<file path="src/rtl/regfile_pkg.sv">
// Shared constants and helpers for the multi-port register file and its scoreboard.
package regfile_pkg;

  localparam int XLEN_DEF  = 32;
  localparam int NREGS_DEF = 32;

  // Architectural zero register: reads as 0, never written, never busy.
  localparam int ZERO_REG = 0;

  // Widest busy vector popcount() accepts. Callers zero-extend narrower vectors.
  localparam int POPCNT_MAX = 1024;

  // Number of set bits in a busy vector.
  function automatic int unsigned popcount(input logic [POPCNT_MAX-1:0] v);
    int unsigned n;
    n = 0;
    for (int i = 0; i < POPCNT_MAX; i++) begin
      if (v[i]) n++;
    end
    return n;
  endfunction

endpackage

</file>
<file path="src/rtl/regfile_sb.sv">
// Register scoreboard: one busy bit per register, the reservation grant and a
// registered count of busy registers.
module regfile_sb
  import regfile_pkg::*;
#(
  parameter  int NREGS = NREGS_DEF,
  localparam int AW    = $clog2(NREGS)
) (
  input  logic          clk,
  input  logic          rst,
  input  logic          wb_en,
  input  logic [AW-1:0] wb_addr,
  input  logic          rsv_req,
  input  logic [AW-1:0] rsv_addr,
  output logic          rsv_gnt,
  output logic [NREGS-1:0] busy_vec,
  output logic [AW:0]   busy_cnt
);

  localparam logic [AW-1:0] ZERO_ADDR = AW'(ZERO_REG);

  logic [NREGS-1:0] busy_q;
  logic [NREGS-1:0] busy_nxt;
  logic             wb_live;
  logic             rsv_live;

  assign wb_live  = wb_en && (wb_addr != ZERO_ADDR);
  assign rsv_live = rsv_gnt && (rsv_addr != ZERO_ADDR);

  // Grant when the destination is free, is x0, or is being released this very cycle.
  assign rsv_gnt = rsv_req &&
                   ((rsv_addr == ZERO_ADDR) ||
                    !busy_q[rsv_addr] ||
                    (wb_en && (wb_addr == rsv_addr)));

  // Next busy state: writeback releases first, then a grant sets, so a grant on
  // the register being written back leaves it busy for the new producer.
  always_comb begin
    // NOTE: every combinational output is given a default before any branch so
    // no path leaves it unassigned, which would otherwise infer a latch.
    busy_nxt = busy_q;
    if (wb_live)  busy_nxt[wb_addr]  = 1'b0;
    if (rsv_live) busy_nxt[rsv_addr] = 1'b1;
    busy_nxt[ZERO_REG] = 1'b0;
  end

  // Busy bits and their count advance together, so the count always matches.
  always_ff @(posedge clk) begin
    // NOTE: state registers use non-blocking assignment so every flop samples
    // pre-edge values regardless of statement order.
    if (!rst) begin
      busy_q   <= '0;
      busy_cnt <= '0;
    end else begin
      busy_q   <= busy_nxt;
      busy_cnt <= (AW+1)'(popcount(POPCNT_MAX'(busy_nxt)));
    end
  end

  assign busy_vec = busy_q;

endmodule

</file>
<file path="src/rtl/regfile_mp_sb.sv">
// Multi-read-port integer register file with writeback bypass and a busy-bit
// scoreboard for issue-stage reservations.
module regfile_mp_sb
  import regfile_pkg::*;
#(
  parameter  int XLEN   = XLEN_DEF,
  parameter  int NREGS  = NREGS_DEF,
  parameter  int NUM_RD = 2,
  localparam int AW     = $clog2(NREGS)
) (
  input  logic                   clk,
  input  logic                   rst,
  input  logic [NUM_RD*AW-1:0]   rd_addr,
  output logic [NUM_RD*XLEN-1:0] rd_data,
  output logic [NUM_RD-1:0]      rd_busy,
  input  logic                   wb_en,
  input  logic [AW-1:0]          wb_addr,
  input  logic [XLEN-1:0]        wb_data,
  input  logic                   rsv_req,
  input  logic [AW-1:0]          rsv_addr,
  output logic                   rsv_gnt,
  output logic [NREGS-1:0]       busy_vec,
  output logic [AW:0]            busy_cnt
);

  localparam logic [AW-1:0] ZERO_ADDR = AW'(ZERO_REG);

  logic [XLEN-1:0] regs [NREGS];

  regfile_sb #(
    .NREGS (NREGS)
  ) u_sb (
    .clk      (clk),
    .rst      (rst),
    .wb_en    (wb_en),
    .wb_addr  (wb_addr),
    .rsv_req  (rsv_req),
    .rsv_addr (rsv_addr),
    .rsv_gnt  (rsv_gnt),
    .busy_vec (busy_vec),
    .busy_cnt (busy_cnt)
  );

  // Register storage: cleared by reset, written by writeback except to x0.
  always_ff @(posedge clk) begin
    if (!rst) begin
      // NOTE: the whole array is cleared on reset because software may read any
      // register before writing it; this keeps the file in flops, not a RAM macro.
      for (int r = 0; r < NREGS; r++) regs[r] <= '0;
    end else if (wb_en && (wb_addr != ZERO_ADDR)) begin
      regs[wb_addr] <= wb_data;
    end
  end

  // Read ports: x0 is hard zero, a same-cycle writeback is forwarded and is by
  // definition no longer pending, otherwise storage and the busy bit are used.
  always_comb begin
    rd_data = '0;
    rd_busy = '0;
    for (int i = 0; i < NUM_RD; i++) begin
      if (rd_addr[i*AW +: AW] == ZERO_ADDR) begin
        rd_data[i*XLEN +: XLEN] = '0;
        rd_busy[i]              = 1'b0;
      end else if (wb_en && (wb_addr == rd_addr[i*AW +: AW])) begin
        rd_data[i*XLEN +: XLEN] = wb_data;
        rd_busy[i]              = 1'b0;
      end else begin
        rd_data[i*XLEN +: XLEN] = regs[rd_addr[i*AW +: AW]];
        rd_busy[i]              = busy_vec[rd_addr[i*AW +: AW]];
      end
    end
  end

endmodule

</file>
<file path="config.mk">
export PLATFORM = sky130hd
export DESIGN_NAME = regfile_mp_sb
export DESIGN_NICKNAME = d
export VERILOG_FILES = /design/src/rtl/regfile_pkg.sv /design/src/rtl/regfile_sb.sv /design/src/rtl/regfile_mp_sb.sv
export SDC_FILE = /design/constraint.sdc
export NUM_CORES = 2
export LEC_CHECK = 0
export ABC_CLOCK_PERIOD_IN_PS = 19900
export CAP_MARGIN = 20
export CORE_MARGIN = 8
export CORE_UTILIZATION = 40
export DETAILED_ROUTE_END_ITERATION = 16
export SYNTH_ARGS = -nofsm -noshare
export SYNTH_HDL_FRONTEND = slang
export SYNTH_HIERARCHICAL = 1
export SYNTH_SLANG_ARGS = --single-unit
</file>
<file path="constraint.sdc">
create_clock -name clk -period 19.9 [get_ports clk]
set_input_delay 3.98 -clock clk [delete_from_list [all_inputs] [get_ports clk]]
set_output_delay 3.98 -clock clk [all_outputs]
set_load 0.03 [all_outputs]
</file>
==> flow_metrics.py <==
metrics = {
    "run_status": {
        "outcome": "finished clean",
    },
    "floorplanning": {
        "initial_core_util_pct": 40.2,
        "num_rows": 145,
        "coreArea_um2": 156000,
        "die_w_um": 412,
        "die_h_um": 412,
        "dieArea_um2": 170000,
        "io_pins": 161,
    },
    "synthesis": {
        "synth_seq_area_share_pct": 50.2,
        "synthArstFlopShare_pct": 0,
        "synth_top_area_share_pct": 49.0,
        "synth_edf_count": 1024,
        "avgSynthCellArea_um2": 13.5,
        "synthesis.area_um2": 62700,
        "post-synth-top-area-cell": "edfxtp_1",
        "ys_ff_latch": 1061,
        "synth_ff_type": "edfxtp_1",
        "yosys_warnings": 6,
        "ys_types": 119,
        "syn_inst": 4640,
        "synth.area.top_cells": "edfxtp_1 (49%), mux4_2 (16%), and2_1 (10%)",
    },
    "setup_path": {
        "cp-start-kind": "primary input",
        "setup.worst_path.class": "primary input to flip-flop",
        "crit_path_max_incr_delay_ns": 0.53,
        "worst-path-max-fanout": 8,
        "path_common_cell": "ha_1",
        "required_ns": 20.51,
        "slowest_stage": "or4_4",
        "critPathCaptureType": "flip-flop",
        "rrSetupSlack_ns": 3.67,
        "reg2regPathDepth": 89,
        "critPathArrivalTime_ns": 19.86,
    },
    "drt": {
        "route.vias.total": 43246,
        "dr.max_layer_used": "met5",
        "routedWlPerCell_um": 31.8,
        "drtAntennaViolNets": 0,
        "wl_met1_mm": 86.4,
        "drc": 0,
        "first_pass_iters": 6,
        "drtIter0Drc": 5089,
        "wl_met2_mm": 104,
        "wl_met3_mm": 23.7,
        "via_per_inst": 6.19,
        "drt-total-wl_mm": 222,
    },
    "clock_network": {
        "clk_pin_slew_ns": 0.06,
        "cts_hold_buffers": 0,
        "root_buffer": "clkbuf_16",
        "cts_max_path_buffers": 3,
        "cts_tree": "done",
        "numClockSinks": 1061,
        "htreeDepth": 3,
        "cts_buffers": 117,
        "clk-insertion-delay-late_ns": 0.75,
    },
    "global_route": {
        "grt_antenna_before_repair": 9,
        "grt.overflow.total": 0,
        "grt_pass1_wl_mm": 315,
        "grt_max_degree": 80,
        "grt_use_total_pct": 25.4,
        "grt_pass1_vias": 43590,
    },
    "placed_design": {
        "port_buffers": 159,
        "dpl.hpwl_mm": 136,
        "pre_cts_ws_ns": -1.18,
        "place.gp.congestion": 0.879,
    },
    "sta": {
        "fin_tns_setup_ns": 0,
        "worst_pin_slew_ns": 1.24,
        "clock.fmax_ghz": 0.0520,
        "post-route-period-util_pct": 96.7,
        "slew_headroom_pct": 17.4,
        "skew_ns": 0.0167,
        "drv_slew": 0,
        "setup_slack_ns": 0.655,
        "period_minus_slack_ns": 19.25,
        "hold_violations": 0,
        "setup_viol": 0,
    },
    "pwr": {
        "internal_power_mw": 4.20,
        "p_comb_share_pct": 16.2,
        "total_power_mw": 5.76,
        "p_sw_share_pct": 27.0,
        "ir_drop_uv": 72.7,
        "power_leakage_nw": 25.2,
        "p_per_area_nw_per_um2": 79.8,
        "clkPwrFrac_pct": 38.2,
        "pwr-share-seq_pct": 45.6,
        "p_sw_mw": 1.56,
    },
    "worst_hold_path": {
        "min_path_cells": 3,
        "hp-class": "flip-flop to flip-flop",
    },
    "cells_and_area": {
        "utilization_pct": 46.3,
        "final_cell_mix": "edfxtp_1 (1024), and2_1 (1015), mux4_2 (450)",
        "final_nets": 4906,
        "layout_commonest_cell": "edfxtp_1",
        "drive_above_1_share_pct": 24.1,
        "syn_to_final_growth_pct": 15.1,
    },
    "job": {
        "maxCapViolCount": 0,
    },
}
## path summary, 6_finish.rpt
check | start | end
worst min register to register | u_sb/busy_vec[7] | u_sb/busy_vec[7]
worst max register to register | u_sb/busy_vec[24] | u_sb/busy_cnt[4]
worst max-delay path | rsv_addr[1] | u_sb/busy_cnt[4]
worst min-delay path | u_sb/busy_vec[7] | u_sb/busy_vec[7]
## area by class of cell
cell class	count	area, um^2
sequential	1061	31500
antenna	3	7.51
fill	13715	83800
clock inverter	73	752
timing repair buffer	476	4090
multi-input combinational	3137	30100
tap	2058	2570
inverter	27	106
clock buffer	147	3040
## registers in the layout, indices dropped and copies added (netlist names)
| signal | flops |
|---|---|
| regs | 1024 |
| u_sb/busy_cnt | 6 |
| u_sb/busy_vec | 31 |
## cell families after synthesis
group           Yosys count  share of synthesized area, %
compound gates          749                          8.80
flops                  1061                          50.2
mux                     696                          20.1
other cells               2                        0.0120
xor+xnor                150                          2.80
buf+inv                 473                          3.51
simple gates           1477                          13.9
fa+ha+maj                32                         0.630
## stage by stage
step | hold WS, ns | instance area, um^2 | instances
5_1_grt | 0.811 | 72200 | 6979
3_5_place_dp | 0.740 | 67800 | 6736
2_1_floorplan | 0.725 | 62900 | 4671
4_1_cts | 0.767 | 71700 | 6961
3_3_place_gp | 0.726 | 67800 | 6735
6_report | 0.782 | 72200 | 6982
## critical path, delay by kind of cell
kind / cells / cell delay (ns)
AOI/OAI and AO/OA: 28 / 4.26
xor gates and xnor gates: 12 / 1.95
adders and majority gates: 16 / 4.33
buffers and inverters: 8 / 0.86
muxes: 8 / 1.90
and+or+nand+nor: 18 / 2.53
## Yosys cell counts, drive strengths merged (6+ instances only)
cell     instances
o21ai          122
nand4            9
or2             14
and2          1019
o21a            24
or3             15
nand3b          13
mux2            19
dfxtp           37
a22oi           89
o221a           10
mux2i          227
a21o            12
nor2           124
mux4           450
nor2b           24
inv             27
or3b             6
xnor2           95
a221oi           9
o221ai          36
nor4             6
clkbuf         307
a21oi          117
xnor3           12
o22a             8
nor3            31
and3             8
o22ai           68
edfxtp        1024
nand3           48
a22o            74
a211oi          30
a21boi          15
nand2b          20
o211ai          30
a31oi           15
nand2          107
buf            139
ha              30
a2111oi         31
xor2            39
nor3b           13
or4              6
## repair_timing
item                                    CTS  global route
setup buffers                             5            16
pin swaps                                17            49
endpoints found under the setup margin    5             5
resized for setup                        15            92
## power by group through the flow
stage               combinational (mW)  clock, mW  sequential [mW]
floorplan                        0.563          0             2.66
global placement                 0.894          0             2.66
detailed placement               0.898          0             2.67
CTS                              0.904       2.22             2.63
global route                     0.975       2.30             2.64
finish                           0.933       2.20             2.63
## metal layers
metal / vias to the layer above / GRT usage, %
met1: 22166 / 33.6
met4: 2 / 9.41
met3: 464 / 6.33
met5: - / 0.460
met2: 2380 / 40.6
li1: 18234 / -
(Power assumes the default switching activity.)
